File: src/rtl/packet_det_pkg.sv
// Shared packet-detect definitions: datapath width defaults and the
// round/scale/saturate helper used by the multiplier and the accumulator.
package packet_det_pkg;

  localparam int DIN_W_DEF  = 16;
  localparam int DOUT_W_DEF = 16;
  localparam int SHIFT_DEF  = 15;

  // Clamped value (sign-extended to 64 bits) plus a flag that the clamp fired.
  typedef struct packed {
    logic signed [63:0] val;
    logic               sat;
  } sat_res_t;

  // Half-up round, arithmetic shift by `shift`, clamp to a signed dout_w range.
  // Carried at 64 bits, so callers need 2*DIN_W+2 <= 64 for the round add
  // to stay wrap-free.
  function automatic sat_res_t sat_round(input logic signed [63:0] x,
                                         input int shift,
                                         input int dout_w);
    logic signed [63:0] r;
    logic signed [63:0] hi;
    logic signed [63:0] lo;
    sat_res_t           res;
    r = x;
    if (shift > 0) r = x + (64'sd1 <<< (shift - 1));
    r  = r >>> shift;
    hi = (64'sd1 <<< (dout_w - 1)) - 64'sd1;
    lo = -(64'sd1 <<< (dout_w - 1));
    res.sat = 1'b1;
    if (r > hi)      res.val = hi;
    else if (r < lo) res.val = lo;
    else begin
      res.val = r;
      res.sat = 1'b0;
    end
    return res;
  endfunction

endpackage

File: src/rtl/packet_det_cmul_pipe_if.sv
// Stream bus of the complex multiplier: input beat, output beat and
// saturation status. slave = multiplier side, master = driver side.
interface packet_det_cmul_pipe_if
  import packet_det_pkg::*;
#(
  parameter int DIN_W  = DIN_W_DEF,
  parameter int DOUT_W = DOUT_W_DEF
) ();

  logic                     s_valid;
  logic                     s_ready;
  logic                     s_conj;
  logic signed [DIN_W-1:0]  s_a_re;
  logic signed [DIN_W-1:0]  s_a_im;
  logic signed [DIN_W-1:0]  s_b_re;
  logic signed [DIN_W-1:0]  s_b_im;
  logic                     m_valid;
  logic                     m_ready;
  logic signed [DOUT_W-1:0] m_re;
  logic signed [DOUT_W-1:0] m_im;
  logic                     m_sat;
  logic                     sat_sticky;
  logic                     sat_clr;

  modport slave (
    input  s_valid, s_conj, s_a_re, s_a_im, s_b_re, s_b_im, m_ready, sat_clr,
    output s_ready, m_valid, m_re, m_im, m_sat, sat_sticky
  );

  modport master (
    output s_valid, s_conj, s_a_re, s_a_im, s_b_re, s_b_im, m_ready, sat_clr,
    input  s_ready, m_valid, m_re, m_im, m_sat, sat_sticky
  );

endinterface

File: src/rtl/packet_det_pipe_ctl.sv
// Valid/advance chain for a STAGES-deep pipeline with collapsing bubbles.
// A stage advances when it is empty or its successor advances; load[k]
// tells the datapath to capture new content into stage k.
module packet_det_pipe_ctl #(
  parameter int STAGES = 3
) (
  input  logic              ap_clk,
  input  logic              ap_rst_n,
  input  logic              in_valid,
  input  logic              out_ready,
  output logic              in_ready,
  output logic              out_valid,
  output logic [STAGES:1]   load
);

  logic [STAGES:1]   vld_q;
  logic [STAGES:1]   vld_d;
  logic [STAGES:0]   vld_pipe;
  logic [STAGES+1:1] adv;

  // Advance chain resolved from the output backwards; in_ready never sees in_valid.
  always_comb begin
    vld_pipe        = {vld_q, in_valid};
    adv             = '0;
    adv[STAGES+1]   = out_ready;
    load            = '0;
    vld_d           = vld_q;
    for (int k = STAGES; k >= 1; k--) begin
      adv[k]   = !vld_q[k] || adv[k+1];
      load[k]  = adv[k] && vld_pipe[k-1];
      vld_d[k] = adv[k] ? vld_pipe[k-1] : vld_q[k];
    end
    in_ready  = adv[1];
    out_valid = vld_q[STAGES];
  end

  // Stage valid register.
  always_ff @(posedge ap_clk or negedge ap_rst_n) begin
    if (!ap_rst_n) vld_q <= '0;
    else           vld_q <= vld_d;
  end

endmodule

File: src/rtl/packet_det_cmul_pipe.sv
// Pipelined signed complex multiply (a*b or a*conj(b)) with round, scale and
// saturate. S1 captures operands, S2 the four partial products, S3 the final
// rounded/clamped result. Interface widths must match DIN_W/DOUT_W.
module packet_det_cmul_pipe
  import packet_det_pkg::*;
#(
  parameter int DIN_W  = DIN_W_DEF,
  parameter int DOUT_W = DOUT_W_DEF,
  parameter int SHIFT  = SHIFT_DEF
) (
  input  logic                   ap_clk,
  input  logic                   ap_rst_n,
  packet_det_cmul_pipe_if.slave  bus
);

  localparam int PROD_W = 2 * DIN_W;
  localparam int SUM_W  = 2 * DIN_W + 1;

  logic       in_ready;
  logic       out_valid;
  logic [3:1] load;

  logic signed [DIN_W-1:0]  a_re_q, a_im_q, b_re_q, b_im_q;
  logic signed [DIN_W-1:0]  a_re_d, a_im_d, b_re_d, b_im_d;
  logic                     conj1_q, conj1_d, conj2_q, conj2_d;
  logic signed [PROD_W-1:0] p_rr_q, p_ii_q, p_ri_q, p_ir_q;
  logic signed [PROD_W-1:0] p_rr_d, p_ii_d, p_ri_d, p_ir_d;
  logic signed [SUM_W-1:0]  re_sum, im_sum;
  sat_res_t                 re_r, im_r;
  logic signed [DOUT_W-1:0] m_re_q, m_im_q, m_re_d, m_im_d;
  logic                     m_sat_q, m_sat_d;
  logic                     sat_sticky_q, sat_sticky_d;
  logic                     unused_hi;

  packet_det_pipe_ctl #(.STAGES(3)) u_ctl (
    .ap_clk    (ap_clk),
    .ap_rst_n  (ap_rst_n),
    .in_valid  (bus.s_valid),
    .out_ready (bus.m_ready),
    .in_ready  (in_ready),
    .out_valid (out_valid),
    .load      (load)
  );

  // S1: capture operands and the conjugate select.
  always_comb begin
    a_re_d  = a_re_q;
    a_im_d  = a_im_q;
    b_re_d  = b_re_q;
    b_im_d  = b_im_q;
    conj1_d = conj1_q;
    if (load[1]) begin
      a_re_d  = bus.s_a_re;
      a_im_d  = bus.s_a_im;
      b_re_d  = bus.s_b_re;
      b_im_d  = bus.s_b_im;
      conj1_d = bus.s_conj;
    end
  end

  // S2: four full-width signed products (one DSP each).
  always_comb begin
    p_rr_d  = p_rr_q;
    p_ii_d  = p_ii_q;
    p_ri_d  = p_ri_q;
    p_ir_d  = p_ir_q;
    conj2_d = conj2_q;
    if (load[2]) begin
      p_rr_d  = PROD_W'(a_re_q) * PROD_W'(b_re_q);
      p_ii_d  = PROD_W'(a_im_q) * PROD_W'(b_im_q);
      p_ri_d  = PROD_W'(a_re_q) * PROD_W'(b_im_q);
      p_ir_d  = PROD_W'(a_im_q) * PROD_W'(b_re_q);
      conj2_d = conj1_q;
    end
  end

  // S3: combine products, round/shift/clamp, and track sticky saturation.
  always_comb begin
    re_sum = conj2_q ? (SUM_W'(p_rr_q) + SUM_W'(p_ii_q))
                     : (SUM_W'(p_rr_q) - SUM_W'(p_ii_q));
    im_sum = conj2_q ? (SUM_W'(p_ir_q) - SUM_W'(p_ri_q))
                     : (SUM_W'(p_ri_q) + SUM_W'(p_ir_q));
    re_r   = sat_round(64'(re_sum), SHIFT, DOUT_W);
    im_r   = sat_round(64'(im_sum), SHIFT, DOUT_W);
    m_re_d  = m_re_q;
    m_im_d  = m_im_q;
    m_sat_d = m_sat_q;
    if (load[3]) begin
      m_re_d  = re_r.val[DOUT_W-1:0];
      m_im_d  = im_r.val[DOUT_W-1:0];
      m_sat_d = re_r.sat | im_r.sat;
    end
    // A saturated beat leaving in the same cycle as a clear keeps the flag set.
    sat_sticky_d = bus.sat_clr ? 1'b0 : sat_sticky_q;
    if (out_valid && bus.m_ready && m_sat_q) sat_sticky_d = 1'b1;
  end

  // Clamped values already fit DOUT_W; the upper bits are only sign copies.
  assign unused_hi = ^{re_r.val[63:DOUT_W], im_r.val[63:DOUT_W]};

  // Datapath and status registers.
  always_ff @(posedge ap_clk or negedge ap_rst_n) begin
    if (!ap_rst_n) begin
      a_re_q       <= '0;
      a_im_q       <= '0;
      b_re_q       <= '0;
      b_im_q       <= '0;
      conj1_q      <= 1'b0;
      p_rr_q       <= '0;
      p_ii_q       <= '0;
      p_ri_q       <= '0;
      p_ir_q       <= '0;
      conj2_q      <= 1'b0;
      m_re_q       <= '0;
      m_im_q       <= '0;
      m_sat_q      <= 1'b0;
      sat_sticky_q <= 1'b0;
    end else begin
      a_re_q       <= a_re_d;
      a_im_q       <= a_im_d;
      b_re_q       <= b_re_d;
      b_im_q       <= b_im_d;
      conj1_q      <= conj1_d;
      p_rr_q       <= p_rr_d;
      p_ii_q       <= p_ii_d;
      p_ri_q       <= p_ri_d;
      p_ir_q       <= p_ir_d;
      conj2_q      <= conj2_d;
      m_re_q       <= m_re_d;
      m_im_q       <= m_im_d;
      m_sat_q      <= m_sat_d;
      sat_sticky_q <= sat_sticky_d;
    end
  end

  assign bus.s_ready    = in_ready;
  assign bus.m_valid    = out_valid;
  assign bus.m_re       = m_re_q;
  assign bus.m_im       = m_im_q;
  assign bus.m_sat      = m_sat_q;
  assign bus.sat_sticky = sat_sticky_q;

endmodule

File: src/flat_wrapper.sv
// flat-port wrapper written by rule: the top's interface ports become plain ports
module packet_det_cmul_pipe_flat import packet_det_pkg::*;
#(
  parameter int DIN_W  = DIN_W_DEF,
  parameter int DOUT_W = DOUT_W_DEF,
  parameter int SHIFT  = SHIFT_DEF
)
  (ap_clk, ap_rst_n, bus_s_valid, bus_s_conj, bus_s_a_re, bus_s_a_im, bus_s_b_re, bus_s_b_im, bus_m_ready, bus_sat_clr, bus_s_ready, bus_m_valid, bus_m_re, bus_m_im, bus_m_sat, bus_sat_sticky);
  packet_det_cmul_pipe_if #(.DIN_W(DIN_W), .DOUT_W(DOUT_W)) bus_i ();
  input  logic ap_clk;
  input  logic ap_rst_n;
  input wire logic [$bits(bus_i.s_valid)-1:0] bus_s_valid;
  input wire logic [$bits(bus_i.s_conj)-1:0] bus_s_conj;
  input wire logic [$bits(bus_i.s_a_re)-1:0] bus_s_a_re;
  input wire logic [$bits(bus_i.s_a_im)-1:0] bus_s_a_im;
  input wire logic [$bits(bus_i.s_b_re)-1:0] bus_s_b_re;
  input wire logic [$bits(bus_i.s_b_im)-1:0] bus_s_b_im;
  input wire logic [$bits(bus_i.m_ready)-1:0] bus_m_ready;
  input wire logic [$bits(bus_i.sat_clr)-1:0] bus_sat_clr;
  output wire logic [$bits(bus_i.s_ready)-1:0] bus_s_ready;
  output wire logic [$bits(bus_i.m_valid)-1:0] bus_m_valid;
  output wire logic [$bits(bus_i.m_re)-1:0] bus_m_re;
  output wire logic [$bits(bus_i.m_im)-1:0] bus_m_im;
  output wire logic [$bits(bus_i.m_sat)-1:0] bus_m_sat;
  output wire logic [$bits(bus_i.sat_sticky)-1:0] bus_sat_sticky;
  assign bus_i.s_valid = bus_s_valid;
  assign bus_i.s_conj = bus_s_conj;
  assign bus_i.s_a_re = bus_s_a_re;
  assign bus_i.s_a_im = bus_s_a_im;
  assign bus_i.s_b_re = bus_s_b_re;
  assign bus_i.s_b_im = bus_s_b_im;
  assign bus_i.m_ready = bus_m_ready;
  assign bus_i.sat_clr = bus_sat_clr;
  assign bus_s_ready = bus_i.s_ready;
  assign bus_m_valid = bus_i.m_valid;
  assign bus_m_re = bus_i.m_re;
  assign bus_m_im = bus_i.m_im;
  assign bus_m_sat = bus_i.m_sat;
  assign bus_sat_sticky = bus_i.sat_sticky;
  packet_det_cmul_pipe #(.DIN_W(DIN_W), .DOUT_W(DOUT_W), .SHIFT(SHIFT)) u_core (.ap_clk(ap_clk), .ap_rst_n(ap_rst_n), .bus(bus_i));
endmodule
File: config.mk
export PLATFORM = sky130hd
export DESIGN_NAME = packet_det_cmul_pipe_flat
export DESIGN_NICKNAME = d
export VERILOG_FILES = /design/src/rtl/packet_det_pkg.sv /design/src/rtl/packet_det_cmul_pipe_if.sv /design/src/rtl/packet_det_pipe_ctl.sv /design/src/rtl/packet_det_cmul_pipe.sv /design/src/flat_wrapper.sv
export SDC_FILE = /design/constraint.sdc
export NUM_CORES = 2
export LEC_CHECK = 0
export BUFFER_PORTS_ARGS = -buffer_cell sky130_fd_sc_hd__buf_2
export CAP_MARGIN = 10
export CORE_UTILIZATION = 65
export DETAILED_ROUTE_END_ITERATION = 8
export PLACE_DENSITY = 0.82
export REMOVE_ABC_BUFFERS = 1
export SLEW_MARGIN = 20
export SYNTH_ARGS = -nofsm -noshare
export SYNTH_HDL_FRONTEND = slang
export SYNTH_HIERARCHICAL = 1
export SYNTH_SLANG_ARGS = --single-unit
File: constraint.sdc
create_clock -name ap_clk -period 8.2 [get_ports ap_clk]
set_clock_uncertainty 0.2 [all_clocks]
set_input_delay 1.64 -clock ap_clk [delete_from_list [all_inputs] [get_ports ap_clk]]
set_output_delay 1.64 -clock ap_clk [all_outputs]
set_load 0.01 [all_outputs]
# Word-level counts from Yosys, hierarchy flattened

Index checks and enable logic that the tools add are counted.

Register bits after elaboration: 231
Input port bits: 70
Output and inout bits: 36
Word-level logic and storage cells: 56

Add/subtract/negate cells: 6
Multiply operators: 4
Order comparisons: 4
Mux-type cells: 12
Bitwise operators: 1
Reduce and logical (&&, ||, !) cells: 12

Operators by type and width:

| cell                                                            | count |
|---|---|
| multiplier 16 x 16 -> 32 bit                                    | 4 |
| adder 33 x 16 -> 34 bit, second input constant                  | 2 |
| adder 32 x 32 -> 33 bit                                         | 2 |
| 2-to-1 mux 33 bit                                               | 2 |
| subtractor 32 x 32 -> 33 bit                                    | 2 |
| 2-to-1 mux 16 bit                                               | 4 |
| greater-than comparator 19 x 16 -> 1 bit, second input constant | 2 |
| < comparator 19 x 16 -> 1 bit, second input constant            | 2 |
| 2-to-1 mux 1 bit                                                | 6 |
| logical AND 1 bit                                               | 5 |
| logical NOT 1 bit                                               | 3 |
| logical OR 1 bit                                                | 3 |
| nonzero test 2 bit                                              | 1 |
| bitwise OR 1 bit                                                | 1 |

# Logic depth before layout (Yosys ltp)

Word-level depth: 7
Mapped depth: 29
Depth with buffers taken out: 28

# Hierarchy

The synthesis kept the hierarchy.

Modules (own cells, without submodules):

| module               | instances | cells an instance | area an instance (µm²) | seq. area each (µm²) |
|---|---|---|---|---|
| packet_det_cmul_pipe | 1         | 5635              | 52245.1                | 5705.5 |
| packet_det_pipe_ctl  | 1         | 12                | 145.1                  | 75.1 |

# Worst setup path before layout

OpenSTA, ideal clock, no wires.

Path kind: reg-to-reg
Start: register u_core.a_re_q[10]
End: register u_core.p_ri_q[31]
Arrival: 6.573 ns
Path slack: 1.302 ns
Cell stages (with the launch flop): 29
Buffers on the path: 1
Clock period less this slack: 6.898 ns
Path through: dfrtp_1 clkbuf_1 nand2_1 fa_1 inv_1 fa_1 inv_1 fa_1 fa_1 inv_1 fa_1 inv_1 fa_1 inv_1 ha_1 nand2_1 a211oi_1 nand2_1 o221ai_1 a31oi_1 a211o_1 o311a_1 o21bai_1 a21o_1 a21o_1 a21oi_1 a21oi_1 xnor2_1 mux2_2

Longest elaborated chain between the ends: 1

RTL lines:

| what                         | line                        | RTL |
|---|---|---|
| from (decl)                  | packet_det_cmul_pipe.sv:23  | `logic signed [DIN_W-1:0] a_re_q, a_im_q, b_re_q, b_im_q;` |
| from (signal assigned)       | packet_det_cmul_pipe.sv:119 | `a_re_q <= a_re_d;` |
| multiplier 16 x 16 -> 32 bit | packet_det_cmul_pipe.sv:71  | `p_ri_d = PROD_W'(a_re_q) * PROD_W'(b_im_q);` |
| to (signal assigned)         | packet_det_cmul_pipe.sv:126 | `p_ri_q <= p_ri_d;` |
| to (decl)                    | packet_det_cmul_pipe.sv:26  | `logic signed [PROD_W-1:0] p_rr_q, p_ii_q, p_ri_q, p_ir_q;` |

Every way passes these cells.
A chain may end at the register's enable or synchronous reset.

# Final worst setup path

Start: register u_core.a_im_q[5]
End: register u_core.p_ir_q[31]

Longest elaborated chain between the ends: 1

RTL lines:

| what                         | line                        | RTL |
|---|---|---|
| from (decl)                  | packet_det_cmul_pipe.sv:23  |  |
| from (signal assigned)       | packet_det_cmul_pipe.sv:120 | `a_im_q <= a_im_d;` |
| multiplier 16 x 16 -> 32 bit | packet_det_cmul_pipe.sv:72  | `p_ir_d = PROD_W'(a_im_q) * PROD_W'(b_re_q);` |
| to (signal assigned)         | packet_det_cmul_pipe.sv:127 | `p_ir_q <= p_ir_d;` |
| to (decl)                    | packet_det_cmul_pipe.sv:26  |  |

Every way passes these cells.

==> flow_summary_export.csv <==
group,metric,value,unit
synthesis,synthCells,5647,
global_routing,grt_pass1_wl,225000,um
die,io-pin-count,106,
drt,via_per_inst,5.82,
drt,drtIter0Drc,3207,
synthesis,async_flop_share,100,%
cts,clk_latency,570,ps
global_routing,grt_pass1_vias,42000,
setup_path,reg2reg_slack,390,ps
timing,finalCritPeriodShare,95.3,%
final_layout,final_cell_mix,"inv_1 (1,193), fa_1 (1,048), nand2_1 (685)",
synthesis,syn_area,52400,um2
synthesis,synth_top_cells_by_area,"fa_1 (40%), dfrtp_1 (11%), ha_1 (9.4%)",
cts,numCtsBuffers,35,
drt,drt_pass1_iterations,5,
placed_design,io_buffers,105,
setup_path,worstPathArrival,8010,ps
final_layout,drive_gt1_share,8.80,%
cts,clkSinkCount,231,
die,dieArea,81700,um2
timing,hold_viol,0,
synthesis,ys_ff_latch,231,
flow_run,max_cap_viol_count,0,
final_layout,final_common_cell,"inv_1",
setup_path,critPathRequiredTime,8400,ps
synthesis,synth-main-ff-cell,"dfrtp_1",
timing,fmax,128,MHz
setup_path,cp-end-kind,"flip-flop",
timing,slew_headroom,24.6,%
global_routing,grt_start_max_net_pins,159,
setup_path,startpoint_type,"flip-flop",
synthesis,seq_area_frac_synth,11.0,%
timing,max_slew.worst_pin.slew,1130,ps
drt,dr_wl_met2,62100,um
final_layout,nNetsFinal,7169,
timing,final-setup-viol-count,0,
drt,ant_nets,0,
die,die_x,286,um
placed_design,gp_congestion,0.944,
drt,wire_per_inst,20.3,um
cts,cts_setup_buffers,0,
placed_design,postPlaceCellArea,54200,um2
die,start_util,66.0,%
timing,rsz0062_at_grt,"no",
cts,post_cts_resized,0,
synthesis,yosys_warnings,6,
drt,drt-met1-wl,52800,um
synthesis,synth-edff-count,0,
drt,wl,137000,um
die,fp-row-count,103,
die,die_h,286,um
cts,h-tree-depth,2,
final_layout,fin_cells,6732,
die,core,79400,um2
global_routing,grt.overflow.total,0,
cts,cts_tree,"built",
setup_path,crit_type,"flip-flop to flip-flop",
synthesis,synth.top_cell.area_share,40.0,%
cts,ctsHoldBuffers,0,
min_path,hold_class,"flip-flop to flip-flop",
placed_design,dpl.hpwl,109000,um
global_routing,antenna_found_initial,2,
drt,wl_met3,11700,um
cts,clock-root-buffer,"clkbuf_16",
timing,fin_crit,7810,ps
global_routing,grt_util_all_layers,35.5,%
setup_path,reg2reg_depth,27,
cts,clk_path_buf_depth,3,
synthesis,synth_area_leader_cell,"fa_1",
timing,drv_slew,0,
drt,vias,39200,
status,status,"finished clean",
synthesis,ys_types,87,
final_layout,syn2layout_area_growth,5.72,%
setup_path,crit_fanout,18,
placed_design,dp.cells,6669,
cts,clk_pin_slew,60,ps
synthesis,avgSynthCellArea,9.28,um2
drt,top_layer,"met5",
drt,drc_errors,0,
min_path,min_path_cells,1,
final_layout,design_area,55400,um2
-- cells in the mapped netlist (5+ instances only) --
master and count:
inv_1 1193, nor3_1 47, fa_1 1048, a31o_2 8, o21a_1 19, a211oi_1 14
nor4_1 12, a41oi_1 5, nor2b_1 23, o31ai_1 7, and2_1 417, nor2_1 174
o21bai_1 21, nand2b_1 77, xor2_1 66, o21ai_0 75, a31oi_1 25, ha_1 395
or3_1 14, nand3b_1 8, dfrtp_1 231, o21ai_1 9, clkbuf_1 226, xnor2_1 187
nand4_1 20, and3_1 13, a21oi_1 196, buf_1 9, a211o_1 13, mux2_2 160
a21o_1 58, o211ai_1 10, nand2_2 10, mux2i_1 5, a41o_1 5, or2_2 9
nand2_1 685, a21oi_2 13, nand3_1 52
-- final cells by class --
class | instances | area [um2]
timing repair buffer | 215 | 1420
clock inverter | 14 | 173
sequential | 231 | 5780
clock buffer | 47 | 1000
fill | 5996 | 24000
antenna | 2 | 5.00
multi-input combinational | 3978 | 41200
tap | 1050 | 1310
inverter | 1195 | 4490
-- worst max-delay path, stage by stage, from the launching register on --
cell     delay [ps]
dfrtp_1         820
buf_4           360
nand2_1         100
fa_1            530
inv_1            60
fa_1            470
inv_1            60
fa_1            500
fa_1            550
inv_1            50
fa_1            480
inv_1            50
fa_1            480
inv_1            40
ha_1            330
and2_1          180
o21a_1          170
a41oi_1         240
a21oi_1         120
buf_4           170
a211o_1         330
nand2_1         120
o21a_1          200
a21oi_1         120
or4_1           430
a31oi_1         250
xnor2_1         150
a21oi_1          90
-- through the flow --
stage	worst slack (ps)	utilization [%]	hold WS [ps]	TNS [ps]
floorplan	-5370	-	258	-629280
global placement	681	68.3	271	0
detailed placement	488	68.3	268	0
CTS	469	69.8	280	0
global route	3.43	69.8	311	0
finish	388	69.8	280	0
-- per-layer routing --
| layer | up-vias | track usage (%) |
|---|---|---|
| li1 | 17100 | - |
| met1 | 19900 | 46.6 |
| met2 | 1768 | 55.5 |
| met3 | 371 | 6.28 |
| met4 | 2 | 21.3 |
| met5 | - | 0 |
-- registers in the layout (all words and copies together), names as in the netlist, 16 cells and up --
name,cells
u_core/a_re_q,16
u_core/p_ri_q,32
u_core/b_im_q,16
u_core/p_rr_q,32
u_core/p_ii_q,32
u_core/a_im_q,16
u_core/bus.m_re,16
u_core/bus.m_im,16
u_core/b_re_q,16
u_core/p_ir_q,32
-- cell families after synthesis --
family | synth area share (%)
and+or+nand+nor | 14.8
adders and majority gates | 49.5
buffers and inverters | 10.4
AOI/OAI and AO/OA | 6.52
xor gates and xnor gates | 4.26
DFF | 11.0
muxes | 3.53
-- final timing paths --
path | start | end
worst max register to register | u_core/a_im_q[5]$_DFFE_PN0P_ | u_core/p_ir_q[31]$_DFFE_PN0P_
worst max-delay path | u_core/a_im_q[5]$_DFFE_PN0P_ | u_core/p_ir_q[31]$_DFFE_PN0P_
max in group asynchronous | ap_rst_n | u_core/b_re_q[0]$_DFFE_PN0P_
worst min-delay path | u_core/bus.m_im[15]$_DFFE_PN0P_ | u_core/bus.m_im[15]$_DFFE_PN0P_
worst min register to register | u_core/bus.m_im[15]$_DFFE_PN0P_ | u_core/bus.m_im[15]$_DFFE_PN0P_
min in group asynchronous | ap_rst_n | u_core/conj1_q$_DFFE_PN0P_
Power is left out: the tool's default activity adds up to more than one toggle a clock period on the data nets, which glitch-free logic cannot reach.
